===== src/rtl/fb_pkg.sv =====
// Shared framebuffer constants and the grant encoding used by the arbiter.
package fb_pkg;

   localparam int          RAM_WIDTH     = 24;
   localparam int          MEM_ADDR_BITS = 20;
   localparam logic [31:0] FB_BASE       = 32'h9000_0000;

   // Who owns the RAM port in the current cycle.
   typedef enum logic [1:0] {
      GNT_IDLE = 2'd0,
      GNT_VID  = 2'd1,
      GNT_CPU  = 2'd2
   } gnt_e;

endpackage


===== src/rtl/fb_return_fifo.sv =====
// Read-return FIFO with a registered head entry and an occupancy output.
// DEPTH must be a power of two and at least 2 so the pointers wrap naturally.
module fb_return_fifo #(
   parameter int WIDTH = 24,
   parameter int DEPTH = 4
) (
   input  logic                       clk,
   input  logic                       rst,
   input  logic                       i_push,
   input  logic [WIDTH-1:0]           i_data,
   input  logic                       i_pop,
   output logic [WIDTH-1:0]           o_head,
   output logic                       o_valid,
   output logic [$clog2(DEPTH):0]     o_occ
);

   localparam int AW = $clog2(DEPTH);

   logic [WIDTH-1:0] r_mem [DEPTH];
   logic [AW-1:0]    r_wr_ptr;
   logic [AW-1:0]    r_rd_ptr;
   logic [AW:0]      r_occ;
   logic [WIDTH-1:0] r_head;
   logic             w_do_pop;
   logic [AW-1:0]    w_rd_nxt;

   assign w_do_pop = i_pop & (r_occ != '0);
   assign w_rd_nxt = r_rd_ptr + AW'(w_do_pop);

   // pointers and occupancy; push and pop together leave occupancy alone
   always_ff @(posedge clk) begin
      if (rst) begin
         r_wr_ptr <= '0;
         r_rd_ptr <= '0;
         r_occ    <= '0;
      end else begin
         if (i_push)   r_wr_ptr <= r_wr_ptr + 1'b1;
         if (w_do_pop) r_rd_ptr <= w_rd_nxt;
         case ({i_push, w_do_pop})
            2'b10:   r_occ <= r_occ + 1'b1;
            2'b01:   r_occ <= r_occ - 1'b1;
            default: r_occ <= r_occ;
         endcase
      end
   end

   // storage; a push arriving during reset is dropped
   always_ff @(posedge clk) begin
      if (!rst && i_push) r_mem[r_wr_ptr] <= i_data;
   end

   // head register: bypass a push into an empty slot, otherwise advance on pop
   always_ff @(posedge clk) begin
      if (rst)                                 r_head <= '0;
      else if (i_push && r_wr_ptr == w_rd_nxt) r_head <= i_data;
      else if (w_do_pop)                       r_head <= r_mem[w_rd_nxt];
   end

   assign o_head  = r_head;
   assign o_valid = (r_occ != '0);
   assign o_occ   = r_occ;

endmodule


===== src/rtl/framebuffer_arbiter.sv =====
// Single-port framebuffer arbiter: video reads win, a streak counter bounds
// CPU write starvation, and read data returns through a credit-checked FIFO.
module framebuffer_arbiter
   import fb_pkg::*;
#(
   parameter int RAM_WIDTH     = fb_pkg::RAM_WIDTH,
   parameter int MEM_ADDR_BITS = fb_pkg::MEM_ADDR_BITS,
   parameter int FIFO_DEPTH    = 4,
   parameter int MAX_STREAK    = 8
) (
   input  logic                     clk,
   input  logic                     rst,
   input  logic [31:0]              i_vid_addr,
   input  logic                     i_vid_addr_valid,
   output logic                     o_vid_addr_rdy,
   output logic [RAM_WIDTH-1:0]     o_vid_data,
   output logic                     o_vid_data_valid,
   input  logic                     i_vid_data_rdy,
   input  logic [31:0]              i_cpu_addr,
   input  logic [RAM_WIDTH-1:0]     i_cpu_wdata,
   input  logic                     i_cpu_valid,
   output logic                     o_cpu_rdy,
   output logic [MEM_ADDR_BITS-1:0] o_mem_addr,
   output logic                     o_mem_en,
   output logic                     o_mem_we,
   output logic [RAM_WIDTH-1:0]     o_mem_wdata,
   input  logic [RAM_WIDTH-1:0]     i_mem_rdata
);

   localparam int            OW         = $clog2(FIFO_DEPTH) + 1;
   localparam int            SW         = $clog2(MAX_STREAK + 1);
   localparam logic [OW-1:0] DEPTH_L    = OW'(FIFO_DEPTH);
   localparam logic [SW-1:0] STREAK_MAX = SW'(MAX_STREAK);

   logic [OW-1:0] w_occ;
   logic          r_inflight;
   logic [SW-1:0] r_streak;
   logic          w_credit_ok;
   logic          w_vid_ok;
   logic          w_pop;
   gnt_e          w_gnt;
   logic          w_unused;

   // Address bits above the RAM index carry the framebuffer base and are dropped.
   assign w_unused = ^{i_vid_addr[31:MEM_ADDR_BITS], i_cpu_addr[31:MEM_ADDR_BITS]};

   // Credit uses registered state only, so a same-cycle pop never frees a slot.
   assign w_credit_ok = (w_occ + OW'(r_inflight)) < DEPTH_L;
   assign w_vid_ok    = i_vid_addr_valid & w_credit_ok;

   // grant select: CPU on an unusable video slot or when the streak is spent
   always_comb begin
      w_gnt = GNT_IDLE;
      if (rst)
         w_gnt = GNT_IDLE;
      else if (i_cpu_valid && (!w_vid_ok || r_streak == STREAK_MAX))
         w_gnt = GNT_CPU;
      else if (w_vid_ok)
         w_gnt = GNT_VID;
   end

   // drive the RAM port and handshakes from the grant
   always_comb begin
      o_mem_en       = 1'b0;
      o_mem_we       = 1'b0;
      o_mem_addr     = i_vid_addr[MEM_ADDR_BITS-1:0];
      o_mem_wdata    = i_cpu_wdata;
      o_vid_addr_rdy = 1'b0;
      o_cpu_rdy      = 1'b0;
      case (w_gnt)
         GNT_CPU: begin
            o_mem_en   = 1'b1;
            o_mem_we   = 1'b1;
            o_mem_addr = i_cpu_addr[MEM_ADDR_BITS-1:0];
            o_cpu_rdy  = 1'b1;
         end
         GNT_VID: begin
            o_mem_en       = 1'b1;
            o_vid_addr_rdy = 1'b1;
         end
         default: ;
      endcase
   end

   // streak of video grants while a CPU write waits, saturating
   always_ff @(posedge clk) begin
      if (rst || !i_cpu_valid || w_gnt == GNT_CPU)
         r_streak <= '0;
      else if (w_gnt == GNT_VID && r_streak != STREAK_MAX)
         r_streak <= r_streak + 1'b1;
   end

   // RAM read data is due the cycle after a video grant
   always_ff @(posedge clk) begin
      if (rst) r_inflight <= 1'b0;
      else     r_inflight <= (w_gnt == GNT_VID);
   end

   assign w_pop = o_vid_data_valid & i_vid_data_rdy;

   fb_return_fifo #(
      .WIDTH (RAM_WIDTH),
      .DEPTH (FIFO_DEPTH)
   ) u_fifo (
      .clk     (clk),
      .rst     (rst),
      .i_push  (r_inflight),
      .i_data  (i_mem_rdata),
      .i_pop   (w_pop),
      .o_head  (o_vid_data),
      .o_valid (o_vid_data_valid),
      .o_occ   (w_occ)
   );

endmodule


===== config.mk =====
export PLATFORM = sky130hd
export DESIGN_NAME = framebuffer_arbiter
export DESIGN_NICKNAME = d
export VERILOG_FILES = /design/src/rtl/fb_pkg.sv /design/src/rtl/fb_return_fifo.sv /design/src/rtl/framebuffer_arbiter.sv
export SDC_FILE = /design/constraint.sdc
export NUM_CORES = 1
export LEC_CHECK = 0
export BUFFER_PORTS_ARGS = -buffer_cell sky130_fd_sc_hd__buf_2
export CAP_MARGIN = 0
export CORE_UTILIZATION = 48
export CTS_BUF_LIST = sky130_fd_sc_hd__clkbuf_4 sky130_fd_sc_hd__clkbuf_8
export DETAILED_ROUTE_END_ITERATION = 16
export PLACE_DENSITY = 0.86
export REMOVE_ABC_BUFFERS = 1
export SYNTH_ARGS = -nofsm -noshare
export SYNTH_HDL_FRONTEND = slang
export SYNTH_SLANG_ARGS = --single-unit

===== constraint.sdc =====
create_clock -name clk -period 2.4 [get_ports clk]
set_input_delay 0.36 -clock clk [delete_from_list [all_inputs] [get_ports clk]]
set_output_delay 0.36 -clock clk [all_outputs]
set_load 0.03 [all_outputs]

==> impl_metrics.sql, run 1 <==
INSERT INTO impl_metrics (metric_group, metric, value, unit) VALUES
('run_status', 'run_status', 'complete, but fails checks', ''),
('run_status', 'failed_checks', 'setup timing', ''),
('place', 'routabilityCongestion', '0.818', ''),
('floorplanning', 'die_h', '114', 'um'),
('power_and_ir_drop', 'seqPwrFrac', '41.8', '%'),
('floorplanning', 'boundaryPins', '190', ''),
('setup_path', 'critPathLaunchType', 'register', ''),
('synthesis', 'yosysWarningCount', '0', ''),
('timing', 'final-setup-viol-count', '23', ''),
('setup_path', 'worstRegToRegCells', '8', ''),
('clocking', 'clock_latency', '0.42', 'ns'),
('cells_and_area', 'multi_input_area', '0.00203', 'mm2'),
('worst_hold_path', 'min-delay-start', 'i_mem_rdata[2]', ''),
('power_and_ir_drop', 'sw_frac_of_total', '30.5', '%'),
('synthesis', 'syn-instance-count', '393', ''),
('synthesis', 'avgSynthCellArea', '15.4', 'um2'),
('timing', 'postLayoutSetupSlackWorst', '-0.269', 'ns'),
('floorplanning', 'die-area', '0.0131', 'mm2'),
('clocking', 'clk_pin_slew', '0.07', 'ns'),
('setup_path', 'worst_setup_path_type', 'register to output port', ''),
('grt', 'gr-usage-all-layers', '22.0', '%'),
('setup_path', 'regToRegEndpoint', 'u_fifo.o_head[22]$_SDFFE_PP0P_', ''),
('synthesis', 'async_set_or_reset_register_ratio_after_synthesis', '0', '%'),
('detailed_routing', 'num_vias', '3803', ''),
('power_and_ir_drop', 'total_leakage_power', '2.79', 'nW'),
('cells_and_area', 'postLayoutCoreUtil', '62.1', '%'),
('power_and_ir_drop', 'p_int', '4.43', 'mW'),
('clocking', 'cts_htree_levels', '4', ''),
('cells_and_area', 'areaGrowthSynthToFinish', '24.8', '%'),
('power_and_ir_drop', 'p_clk_share', '28.6', '%'),
('timing', 'fin_worst_hold_slack', '0.181', 'ns'),
('setup_path', 'max_fo_critical_path', '5', ''),
('setup_path', 'crit_arrival', '2.31', 'ns'),
('cells_and_area', 'design.final.nets', '644', ''),
('setup_path', 'cp_common_cell', 'ha_4', ''),
('clocking', 'tritoncts.num_buffers', '17', ''),
('synthesis', 'ys_types', '39', ''),
('cells_and_area', 'fillers', '883', ''),
('clocking', 'cts_root_buf', 'clkbuf_8', ''),
('grt', 'grt_antenna_before_repair', '1', ''),
('timing', 'finalWorstPathRequiredPeriod', '2.67', 'ns'),
('setup_path', 'cp_peak_stage_delay', '0.33', 'ns'),
('detailed_routing', 'drt-vias-per-instance', '5.46', ''),
('detailed_routing', 'totalWireLength', '13800', 'um'),
('clocking', 'clk_path_buf_depth', '2', ''),
('clocking', 'cts_tree', 'built', ''),
('timing', 'grt_setup_unrepaired', 'yes', ''),
('setup_path', 'reg2reg_from', 'u_fifo.o_occ[0]$_SDFFE_PP0P_', ''),
('floorplanning', 'dieWidth', '114', 'um'),
('worst_hold_path', 'hp-class', 'input port to register', ''),
('grt', 'grt_max_degree', '41', ''),
('synthesis', 'synth_sequential_area_ratio', '59.6', '%'),
('timing', 'report.final.hold_viol_count', '0', ''),
('floorplanning', 'floorplan.rows', '40', ''),
('setup_path', 'crit_required', '2.04', 'ns'),
('synthesis', 'ys_dominant_reg_cell', 'edfxtp_1', ''),
('synthesis', 'ys_ff_latch', '132', ''),
('power_and_ir_drop', 'max-vdd-ir-drop', '0.000394', 'V'),
('detailed_routing', 'drtAntennaViolNets', '0', ''),
('setup_path', 'reg2reg_slack', '0.15', 'ns'),
('place', 'post-dp-hpwl', '8750', 'um'),
('grt', 'grt_remaining_overflow', '0', ''),
('detailed_routing', 'detail_route.wl_per_cell', '19.8', 'um'),
('power_and_ir_drop', 'power.density', '844', 'mW/mm2'),
('cells_and_area', 'diodes', '0', ''),
('synthesis', 'post_synth_instance_area', '0.00605', 'mm2'),
('detailed_routing', 'drc', '0', ''),
('setup_path', 'timing.critical_path.from', 'r_streak[1]$_SDFFE_PP0P_', ''),
('synthesis', 'number_of_flops_mapped_to_enable_cells_by_yosys', '96', ''),
('timing', 'max_slew.worst_pin.slew', '0.549', 'ns'),
('timing', 'max_freq', '375', 'MHz');
==> power by group through the flow <==
| stage | sequential (mW) | clock (mW) | combinational [mW] |
|---|---|---|---|
| 2_1_floorplan | 2.94 | 0 | 0.980 |
| 3_3_place_gp | 2.71 | 0 | 1.64 |
| 3_5_place_dp | 2.72 | 0 | 1.70 |
| 4_1_cts | 2.66 | 1.86 | 1.80 |
| 5_1_grt | 2.68 | 1.96 | 2.02 |
| 6_report | 2.67 | 1.82 | 1.88 |
==> synth_stat cells, types with 2 or more instances <==
| library cell | number | area [um2] |
|---|---|---|
| edfxtp_1 | 96 | 2880 |
| dfxtp_1 | 36 | 721 |
| inv_1 | 33 | 124 |
| buf_4 | 28 | 210 |
| nand2_1 | 28 | 105 |
| a21oi_2 | 24 | 210 |
| a221oi_2 | 24 | 360 |
| mux4_2 | 24 | 541 |
| mux2_2 | 20 | 225 |
| ha_1 | 10 | 125 |
| nor2_1 | 10 | 37.5 |
| buf_6 | 8 | 90.1 |
| clkbuf_1 | 6 | 22.5 |
| xor2_1 | 6 | 52.6 |
| and2_1 | 4 | 25.0 |
| buf_2 | 4 | 20.0 |
| a21oi_1 | 3 | 15.0 |
| nand3_1 | 3 | 15.0 |
| mux2i_1 | 2 | 20.0 |
| nor2b_1 | 2 | 12.5 |
| o21ai_0 | 2 | 10.0 |
| or3_1 | 2 | 12.5 |
| xnor2_1 | 2 | 17.5 |
==> per-stage QoR <==
stage | std cells | worst slack, ns | cell area [um2] | setup TNS [ns] | total power, mW
after floorplan | 347 | -1.33 | 5710 | -39.23 | 3.92
after global placement | 650 | 0.109 | 6740 | 0 | 4.35
after detailed placement | 650 | 0.0179 | 6740 | 0 | 4.42
after CTS | 693 | -0.274 | 7450 | -5.04 | 6.32
after global routing | 697 | -0.361 | 7550 | -7.42 | 6.66
final | 697 | -0.269 | 7550 | -5.21 | 6.37
==> flip-flops by register name, summed over array words and instances (netlist names) <==
signal	cells
r_streak	4
u_fifo.o_occ	3
u_fifo.r_wr_ptr	2
u_fifo.r_rd_ptr	2
u_fifo.o_head	24
r_inflight	1
u_fifo.r_mem	96
==> worst max-delay path: cells and delay by family, from the launching register on <==
| family | cells | cell delay [ns] |
|---|---|---|
| simple gates | 1 | 0.21 |
| mux | 1 | 0.30 |
| fa+ha+maj | 2 | 0.39 |
| buf+inv | 3 | 0.36 |
| compound gates | 1 | 0.29 |
| flops | 1 | 0.33 |
==> logic make-up after synthesis <==
family / share of synthesized area, %
AND/OR/NAND/NOR: 4.30
multiplexers: 13.0
buffers and inverters: 7.72
AO/OA/AOI/OAI: 10.7
adder cells (fa/ha/maj): 2.40
flip-flops: 59.6
XOR/XNOR: 2.28
==> what timing repair did <==
action                                  4_1_cts  5_1_grt
gates resized for setup                      63        5
hold buffers                                  0        0
cloned                                        2        3
pin swaps                                     4        1
endpoints found under the setup margin       24       33
setup buffers                                 9        1
==> worst max path at each step <==
| stage | endpoint | cells past startpoint |
|---|---|---|
| after global routing | o_mem_addr[4] | 8 |
| final | o_mem_addr[4] | 8 |
| after global placement | o_mem_addr[4] | 8 |
| after detailed placement | o_mem_addr[11] | 8 |
| after CTS | o_mem_addr[11] | 8 |
| after floorplan | u_fifo.o_head[0]$_SDFFE_PP0P_ | 6 |
==> routing by layer <==
layer	vias to the layer above	global-route usage, %	share of wire (%)	wire length (um)
li1	1687	-	-	-
met1	1908	25.0	39	5360
met2	192	37.7	51	6980
met3	14	9.32	9.6	1330
met4	2	6.41	0.95	131
met5	-	1.96	0.094	13
==> area by class of cell <==
type	count	area share, %
clock buffers	22	3.84
flip-flops and latches	132	47.8
multi-input cells	182	26.9
clock inverters	10	1.39
repair buffers	150	15.6
well taps	168	2.78
inverters	33	1.64
==> cell usage in the layout (no fill, tap or decap), types with 3 or more instances in the layout <==
cell	synthesis	layout
xor2_1	6	6
inv_1	33	32
buf_4	28	20
a21oi_2	24	24
mux2_2	20	18
nor2_1	10	10
edfxtp_1	96	96
and2_1	4	4
a221oi_2	24	24
buf_2	4	93
dfxtp_1	36	31
nand2_1	28	28
clkinvlp_4	0	3
ha_1	10	6
clkinv_2	0	3
buf_12	0	8
mux4_2	24	24
clkbuf_8	0	20
buf_6	8	24
ha_4	0	3
dfxtp_2	0	4
clkbuf_16	0	3
a21oi_1	3	3
Note: power is estimated with default switching activity, not from simulation.
==> run 2, diff against run 1 <==
--- a/config.mk
+++ b/config.mk
@@ -7,10 +7,10 @@
 export LEC_CHECK = 0
 export BUFFER_PORTS_ARGS = -buffer_cell sky130_fd_sc_hd__buf_2
 export CAP_MARGIN = 0
-export CORE_UTILIZATION = 48
+export CORE_UTILIZATION = 53
 export CTS_BUF_LIST = sky130_fd_sc_hd__clkbuf_4 sky130_fd_sc_hd__clkbuf_8
 export DETAILED_ROUTE_END_ITERATION = 16
-export PLACE_DENSITY = 0.86
+export PLACE_DENSITY = 0.89
 export REMOVE_ABC_BUFFERS = 1
 export SYNTH_ARGS = -nofsm -noshare
 export SYNTH_HDL_FRONTEND = slang
==> constraint.sdc (replaced) <==
create_clock -name clk -period 2.6 [get_ports clk]
set_input_delay 0.39 -clock clk [delete_from_list [all_inputs] [get_ports clk]]
set_output_delay 0.39 -clock clk [all_outputs]
set_load 0.03 [all_outputs]
==> run 2 against run 1 <==
  * The run still ends with setup timing left
  * Register-to-register slack better by 0.12 ns
  * Sequential power is 7.9% lower
  * Die area decreased by 9.3%
  * Global-route usage grew 0.15 points
  * Sequential share of layout area grew 0.85 points
  * Non-clock buffer count down 4
  * Clock power rose by 14%
  * Power shrank 4.0%
  * Via count fell by 2.7%
  * Final cell count fell by 4.6%
==> impl_metrics.sql, run 2 (synthesis results as in run 1) <==
INSERT INTO impl_metrics (metric_group, metric, value, unit) VALUES
('cells_and_area', 'areaGrowthSynthToFinish', '22.5', '%'),
('timing', 'timing_max_transition_violations_final', '0', ''),
('grt', 'groute.layer.met2.usage', '36.9', '%'),
('timing', 'postLayoutSetupSlackWorst', '-0.0389', 'ns'),
('cells_and_area', 'design.final.nets', '640', ''),
('cells_and_area', 'mostFrequentLayoutCells', 'buf_2 (97), edfxtp_1 (96), dfxtp_1 (32), inv_1 (31), nand2_1 (28)', ''),
('floorplanning', 'placeableCoreArea', '0.0110', 'mm2'),
('cells_and_area', 'registers.top_by_ff_count', 'u_fifo.r_mem', ''),
('floorplanning', 'dieWidth', '109', 'um'),
('setup_path', 'max_fo_critical_path', '5', ''),
('grt', 'grt_pass1_wl', '18900', 'um'),
('run_status', 'run_status', 'complete, but fails checks', ''),
('grt', 'grt_remaining_overflow', '0', ''),
('floorplanning', 'die-area', '0.0118', 'mm2'),
('setup_path', 'critPathLaunchType', 'register', ''),
('clocking', 'tritoncts.num_buffers', '17', ''),
('place', 'post-dp-hpwl', '8440', 'um'),
('setup_path', 'cp_cell_sequence', 'inv_2 -> ha_4 -> and3b_2 -> a211o_1 -> ha_4 -> buf_16 -> mux2_4 -> buf_6', ''),
('grt', 'groute.layer.met3.usage', '9.56', '%'),
('power_and_ir_drop', 'max-vdd-ir-drop', '0.000493', 'V'),
('power_and_ir_drop', 'total_leakage_power', '2.78', 'nW'),
('timing', 'grt_setup_unrepaired', 'yes', ''),
('place', 'preCtsSetupSlack', '0.201', 'ns'),
('clocking', 'cts_num_sinks', '132', ''),
('detailed_routing', 'initialDrtViolationCount', '261', ''),
('detailed_routing', 'drt_pre_antenna_iters', '4', ''),
('place', 'port_buffers', '117', ''),
('setup_path', 'cp_peak_stage_delay', '0.35', 'ns'),
('grt', 'first_global_vias', '3753', ''),
('grt', 'grt_antenna_before_repair', '1', ''),
('grt', 'grt_max_degree', '33', ''),
('clocking', 'cts_tree', 'built', ''),
('floorplanning', 'floorplan.rows', '38', ''),
('setup_path', 'critPathTopFamily', 'flip-flops', ''),
('place', 'numPlacedInstances', '624', ''),
('detailed_routing', 'num_vias', '3702', ''),
('timing', 'period_share', '101', '%'),
('setup_path', 'worstSetupEndpointType', 'output port', ''),
('timing', 'final-setup-viol-count', '20', ''),
('cells_and_area', 'layout.cells.non_filler', '665', ''),
('floorplanning', 'die_h', '109', 'um'),
('place', 'routabilityCongestion', '0.801', ''),
('setup_path', 'crit_arrival', '2.25', 'ns'),
('detailed_routing', 'totalWireLength', '12400', 'um'),
('setup_path', 'worst_setup_path_type', 'register to output port', ''),
('grt', 'global_route.usage.met1', '25.9', '%'),
('detailed_routing', 'drtAntennaViolNets', '0', ''),
('cells_and_area', 'postLayoutCoreUtil', '67.5', '%'),
('timing', 'max_slew.worst_pin.slew', '0.619', 'ns'),
('detailed_routing', 'drc', '0', ''),
('worst_hold_path', 'hp-class', 'input port to register', ''),
('cells_and_area', 'largest_register_ff_count', '96', ''),
('cells_and_area', 'diodes', '0', ''),
('cells_and_area', 'final_layout_size_suffix_gt1_share', '54.3', '%'),
('floorplanning', 'boundaryPins', '190', ''),
('clocking', 'cts_htree_levels', '4', ''),
('setup_path', 'cp_common_cell', 'ha_4', ''),
('timing', 'fin_worst_hold_slack', '0.214', 'ns'),
('floorplanning', 'initial_core_util', '55.1', '%'),
('clocking', 'cts-hold-fix-buffers', '0', ''),
('timing', 'report.final.hold_viol_count', '0', ''),
('grt', 'gr-usage-all-layers', '22.2', '%'),
('detailed_routing', 'detail_route.wl_per_cell', '18.7', 'um'),
('clocking', 'clk_path_buf_depth', '2', ''),
('timing', 'slew-limit-headroom', '58.7', '%'),
('clocking', 'cts_root_buf', 'clkbuf_8', ''),
('setup_path', 'cp_num_buf_inv', '3', ''),
('power_and_ir_drop', 'power.density', '826', 'mW/mm2'),
('clocking', 'clock_latency', '0.42', 'ns'),
('grt', 'grt_most_used_layer', 'met2', ''),
('timing', 'fin_skew', '0.00893', 'ns'),
('timing', 'setup_total_negative_slack', '-0.495', 'ns'),
('timing', 'max_freq', '379', 'MHz'),
('timing', 'finalWorstPathRequiredPeriod', '2.64', 'ns'),
('job', 'max-cap-violations', '0', ''),
('cells_and_area', 'layout.cells.most_common', 'buf_2', ''),
('setup_path', 'crit_required', '2.21', 'ns'),
('detailed_routing', 'drt-vias-per-instance', '5.57', ''),
('run_status', 'failed_checks', 'setup timing', ''),
('clocking', 'clk_pin_slew', '0.07', 'ns'),
('setup_path', 'crit_slowest_cell', 'dfxtp_2', '');
run 2: cell types whose count changed in the layout (fill, tap and decap cells not counted), sizes merged:
| cell | delta |
|---|---|
| buf | -1 |
| clkbuf | -5 |
| clkinv | -1 |
| clkinvlp | -1 |
| bufinv | +4 |
run 2: repair_timing:
action / CTS / global route
resized for setup: 58 / 0
gates cloned: 1 / 0
setup endpoints to repair: 22 / 20
pin swaps: 4 / 0
buffers inserted: 7 / 1
run 2: path summary, 6_finish.rpt:
path	startpoint	end	slack, ns	cells after the start
worst max-delay path	r_streak[0]$_SDFFE_PP0P_	o_mem_addr[3]	-0.04	8
worst min-delay path	i_mem_rdata[10]	u_fifo.r_mem[0][10]$_DFFE_PP_	0.21	1
worst min register to register	u_fifo.o_head[7]$_SDFFE_PP0P_	u_fifo.o_head[7]$_SDFFE_PP0P_	0.46	2
worst max register to register	u_fifo.o_occ[0]$_SDFFE_PP0P_	u_fifo.o_head[12]$_SDFFE_PP0P_	0.27	7
run 2: cell type report:
class	instances	area, um2
Clock buffer	20	275
Clock inverter	12	225
Fill cell	703	3570
Inverter	33	124
Multi-Input combinational cell	182	2020
Sequential cell	132	3610
Tap cell	140	175
Timing Repair Buffer	146	988
run 2: where the power goes:
| part | switching, mW | leakage [nW] | internal [mW] |
|---|---|---|---|
| Sequential | 0.0691 | 1.16 | 2.39 |
| Clock | 0.759 | 0.243 | 1.32 |
| Combinational | 0.915 | 1.37 | 0.671 |
| Total | 1.74 | 2.78 | 4.38 |
run 2: worst reg2reg max path, cell delays in order (launching register included):
cell	delay (ns)
dfxtp_2	0.33
buf_4	0.14
o31a_1	0.30
ha_2	0.39
xnor2_4	0.15
nand3_2	0.52
nand2_1	0.30
a221oi_2	0.09
run 2: metrics by stage:
stage | instance area (um2) | power (mW)
2_1_floorplan | 5710 | 3.62
3_3_place_gp | 6650 | 3.98
3_5_place_dp | 6650 | 4.03
4_1_cts | 7400 | 6.16
5_1_grt | 7410 | 6.37
6_report | 7410 | 6.12
run 2: layer usage:
layer / part of all wire [%] / vias up
met5: 0.10 / -
met4: 0.73 / 2
met3: 8.8 / 11
met2: 50 / 190
met1: 40 / 1821
li1: - / 1678
==> run 3, diff against run 2 <==
--- a/config.mk
+++ b/config.mk
@@ -7,10 +7,12 @@
 export LEC_CHECK = 0
 export BUFFER_PORTS_ARGS = -buffer_cell sky130_fd_sc_hd__buf_2
 export CAP_MARGIN = 0
-export CORE_UTILIZATION = 53
+export CELL_PAD_IN_SITES_DETAIL_PLACEMENT = 1
+export CELL_PAD_IN_SITES_GLOBAL_PLACEMENT = 2
+export CORE_UTILIZATION = 36
 export CTS_BUF_LIST = sky130_fd_sc_hd__clkbuf_4 sky130_fd_sc_hd__clkbuf_8
 export DETAILED_ROUTE_END_ITERATION = 16
-export PLACE_DENSITY = 0.89
+export PLACE_DENSITY = 0.9
 export REMOVE_ABC_BUFFERS = 1
 export SYNTH_ARGS = -nofsm -noshare
 export SYNTH_HDL_FRONTEND = slang
==> run 3 against run 2 <==
  * Sequential power about the same
  * First-iteration DRC count decreased by 46%
  * The run still ends with setup timing left
  * Highest routed layer unchanged
  * Global-route usage decreased by 5.1 points
  * Clock power decreased by 12%
  * Critical path depth unchanged
  * Via count decreased by 1.1%
  * Wire length increased by 15%
  * Sequential share of layout area about the same
==> impl_metrics.sql, run 3 (synthesis results as in run 1) <==
INSERT INTO impl_metrics (metric_group, metric, value, unit) VALUES
('cells_and_area', 'final_layout_size_suffix_gt1_share', '53.5', '%'),
('setup_path', 'critPathLaunchType', 'register', ''),
('detailed_routing', 'top_routing_layer_in_use', 'met5', ''),
('timing', 'grt_setup_unrepaired', 'yes', ''),
('detailed_routing', 'met2_length', '7260', 'um'),
('timing', 'max_freq', '369', 'MHz'),
('detailed_routing', 'drtAntennaViolNets', '0', ''),
('floorplanning', 'die-area', '0.0173', 'mm2'),
('worst_hold_path', 'hp-class', 'input port to register', ''),
('floorplanning', 'dieWidth', '132', 'um'),
('grt', 'first_global_vias', '4006', ''),
('grt', 'grt_pass1_wl', '21900', 'um'),
('setup_path', 'max_fo_critical_path', '11', ''),
('grt', 'grt_antenna_before_repair', '1', ''),
('power_and_ir_drop', 'total_leakage_power', '2.70', 'nW'),
('clocking', 'cts-hold-fix-buffers', '0', ''),
('floorplanning', 'placeableCoreArea', '0.0165', 'mm2'),
('setup_path', 'crit_slowest_cell', 'dfxtp_2', ''),
('detailed_routing', 'drt_pre_antenna_iters', '4', ''),
('cells_and_area', 'mostFrequentLayoutCells', 'buf_2 (97), edfxtp_1 (96), dfxtp_1 (32), inv_1 (31), nand2_1 (28)', ''),
('timing', 'slew-limit-headroom', '64.4', '%'),
('cells_and_area', 'design.final.nets', '629', ''),
('worst_hold_path', 'holdPathEnd', 'u_fifo.r_mem[3][1]$_DFFE_PP_', ''),
('grt', 'gr-usage-all-layers', '17.1', '%'),
('floorplanning', 'initial_core_util', '36.7', '%'),
('run_status', 'failed_checks', 'setup timing', ''),
('setup_path', 'worst_setup_path_type', 'register to output port', ''),
('grt', 'grt_remaining_overflow', '0', ''),
('timing', 'postLayoutSetupSlackWorst', '-0.112', 'ns'),
('clocking', 'clk_path_buf_depth', '2', ''),
('setup_path', 'cp_peak_stage_delay', '0.34', 'ns'),
('floorplanning', 'floorplan.rows', '47', ''),
('grt', 'grt_max_degree', '49', ''),
('timing', 'report.final.hold_viol_count', '0', ''),
('run_status', 'run_status', 'complete, but fails checks', ''),
('setup_path', 'worstSetupEndpointType', 'output port', ''),
('setup_path', 'cp_cell_sequence', 'inv_2 -> ha_4 -> and3b_2 -> a211o_1 -> ha_4 -> clkbuf_16 -> mux2_2 -> buf_6', ''),
('setup_path', 'regToRegEndpoint', 'u_fifo.o_head[17]$_SDFFE_PP0P_', ''),
('cells_and_area', 'largest_register_ff_count', '96', ''),
('detailed_routing', 'num_vias', '3662', ''),
('power_and_ir_drop', 'max-vdd-ir-drop', '0.000395', 'V'),
('cells_and_area', 'diodes', '0', ''),
('timing', 'finalWorstPathRequiredPeriod', '2.71', 'ns'),
('setup_path', 'worstRegToRegCells', '7', ''),
('cells_and_area', 'registers.top_by_ff_count', 'u_fifo.r_mem', ''),
('detailed_routing', 'initialDrtViolationCount', '142', ''),
('detailed_routing', 'totalWireLength', '14300', 'um'),
('place', 'post-dp-hpwl', '9460', 'um'),
('clocking', 'cts_tree', 'built', ''),
('power_and_ir_drop', 'power.density', '794', 'mW/mm2'),
('detailed_routing', 'drt-met1-wl', '5820', 'um'),
('place', 'routabilityCongestion', '0.739', ''),
('clocking', 'cts_root_buf', 'clkbuf_8', ''),
('setup_path', 'reg2reg_slack', '0.19', 'ns'),
('timing', 'final-setup-viol-count', '20', ''),
('place', 'port_buffers', '117', ''),
('detailed_routing', 'dr_wl_met3', '1050', 'um'),
('setup_path', 'critPathTopFamily', 'adder cells', ''),
('clocking', 'clock_latency', '0.44', 'ns'),
('setup_path', 'reg2reg_from', 'u_fifo.o_occ[2]$_SDFFE_PP0P_', ''),
('timing', 'timing_max_transition_violations_final', '0', ''),
('worst_hold_path', 'min-delay-start', 'i_mem_rdata[1]', ''),
('setup_path', 'cp_num_buf_inv', '3', ''),
('clocking', 'cts_num_sinks', '132', ''),
('floorplanning', 'boundaryPins', '190', ''),
('place', 'dpl-instance-area', '0.00673', 'mm2'),
('timing', 'fin_skew', '0.00979', 'ns'),
('floorplanning', 'die_h', '132', 'um'),
('cells_and_area', 'fillers', '1689', ''),
('worst_hold_path', 'worst_hold_path_cell_count', '1', ''),
('power_and_ir_drop', 'post-layout-total-power', '5.89', 'mW'),
('setup_path', 'crit_required', '2.21', 'ns'),
('timing', 'setup_total_negative_slack', '-1.84', 'ns'),
('clocking', 'cts_htree_levels', '4', ''),
('cells_and_area', 'layout.cells.most_common', 'buf_2', ''),
('clocking', 'clk_pin_slew', '0.07', 'ns'),
('clocking', 'tritoncts.num_buffers', '17', ''),
('timing', 'max_slew.worst_pin.slew', '0.534', 'ns'),
('timing', 'period_share', '104', '%'),
('job', 'max-cap-violations', '0', ''),
('detailed_routing', 'detail_route.wl_per_cell', '19.5', 'um'),
('cells_and_area', 'design_area', '0.00742', 'mm2'),
('setup_path', 'cp_common_cell', 'ha_4', ''),
('setup_path', 'crit_arrival', '2.32', 'ns'),
('detailed_routing', 'drc', '0', ''),
('detailed_routing', 'drt-vias-per-instance', '4.99', ''),
('cells_and_area', 'areaGrowthSynthToFinish', '22.6', '%');
==> run 3: cell types whose count changed in the layout (fill, tap and decap cells not counted), moves of 2 or more <==
cell,change
dfxtp_4,+2
buf_8,-2
buf_12,+4
clkbuf_16,+2
dfxtp_2,-2
bufinv_16,-2
clkinv_2,+5
buf_4,-14
clkbuf_8,-3
==> run 3: cell type report <==
class / count / area (um2) / area share, %
well taps: 220 / 275 / 3.71
clock inverters: 15 / 189 / 2.55
clock buffers: 17 / 234 / 3.16
multi-input cells: 182 / 2020 / 27.3
repair buffers: 135 / 956 / 12.9
inverters: 33 / 124 / 1.67
flip-flops and latches: 132 / 3610 / 48.7
==> run 3: worst max path at each step <==
stage	endpoint	depth (start not counted)	slack [ns]	startpoint
2_1_floorplan	u_fifo.o_head[0]$_SDFFE_PP0P_	6	-1.13	u_fifo.o_occ[2]$_SDFFE_PP0P_
3_3_place_gp	u_fifo.o_head[14]$_SDFFE_PP0P_	6	0.21	u_fifo.o_occ[2]$_SDFFE_PP0P_
5_1_grt	o_mem_addr[18]	8	-0.23	u_fifo.o_occ[0]$_SDFFE_PP0P_
6_report	o_mem_addr[18]	8	-0.11	r_streak[0]$_SDFFE_PP0P_
4_1_cts	o_mem_addr[14]	8	-0.12	r_streak[0]$_SDFFE_PP0P_
3_5_place_dp	u_fifo.o_head[5]$_SDFFE_PP0P_	6	0.11	u_fifo.o_occ[2]$_SDFFE_PP0P_
==> run 3: per-stage QoR <==
stage / utilization, % / cells / hold WS, ns / setup slack [ns]
after global placement: 40.9 / 697 / 0.446 / 0.206
after global routing: 45.0 / 734 / 0.164 / -0.229
after CTS: 44.5 / 731 / 0.164 / -0.124
after detailed placement: 40.9 / 697 / 0.454 / 0.108
final: 45.0 / 734 / 0.196 / -0.112
after floorplan: - / 347 / 0.456 / -1.13
==> run 3: layer usage <==
layer,track usage [%],vias to the layer above
met4,5.43,4
met5,1.46,-
li1,-,1657
met3,6.87,15
met2,29.0,151
met1,19.5,1835
==> run 3: what timing repair did <==
item,4_1_cts,5_1_grt
pin swaps,3,2
setup buffers,2,1
endpoints found under the setup margin,22,23
gates cloned,0,2
gates resized for setup,51,8
==> run 3: worst reg2reg max path, cell delays in order (launching register included) <==
cell	delay [ns]
dfxtp_1	0.35
o31a_1	0.35
ha_2	0.51
xnor2_4	0.19
and3_2	0.38
buf_12	0.20
a21oi_2	0.07
a221oi_2	0.27
==> run 3: where the power goes <==
part	switching (mW)	total, mW	internal, mW
sequential	0.0757	2.47	2.39
clock	0.793	1.83	1.03
combinational	0.928	1.59	0.666
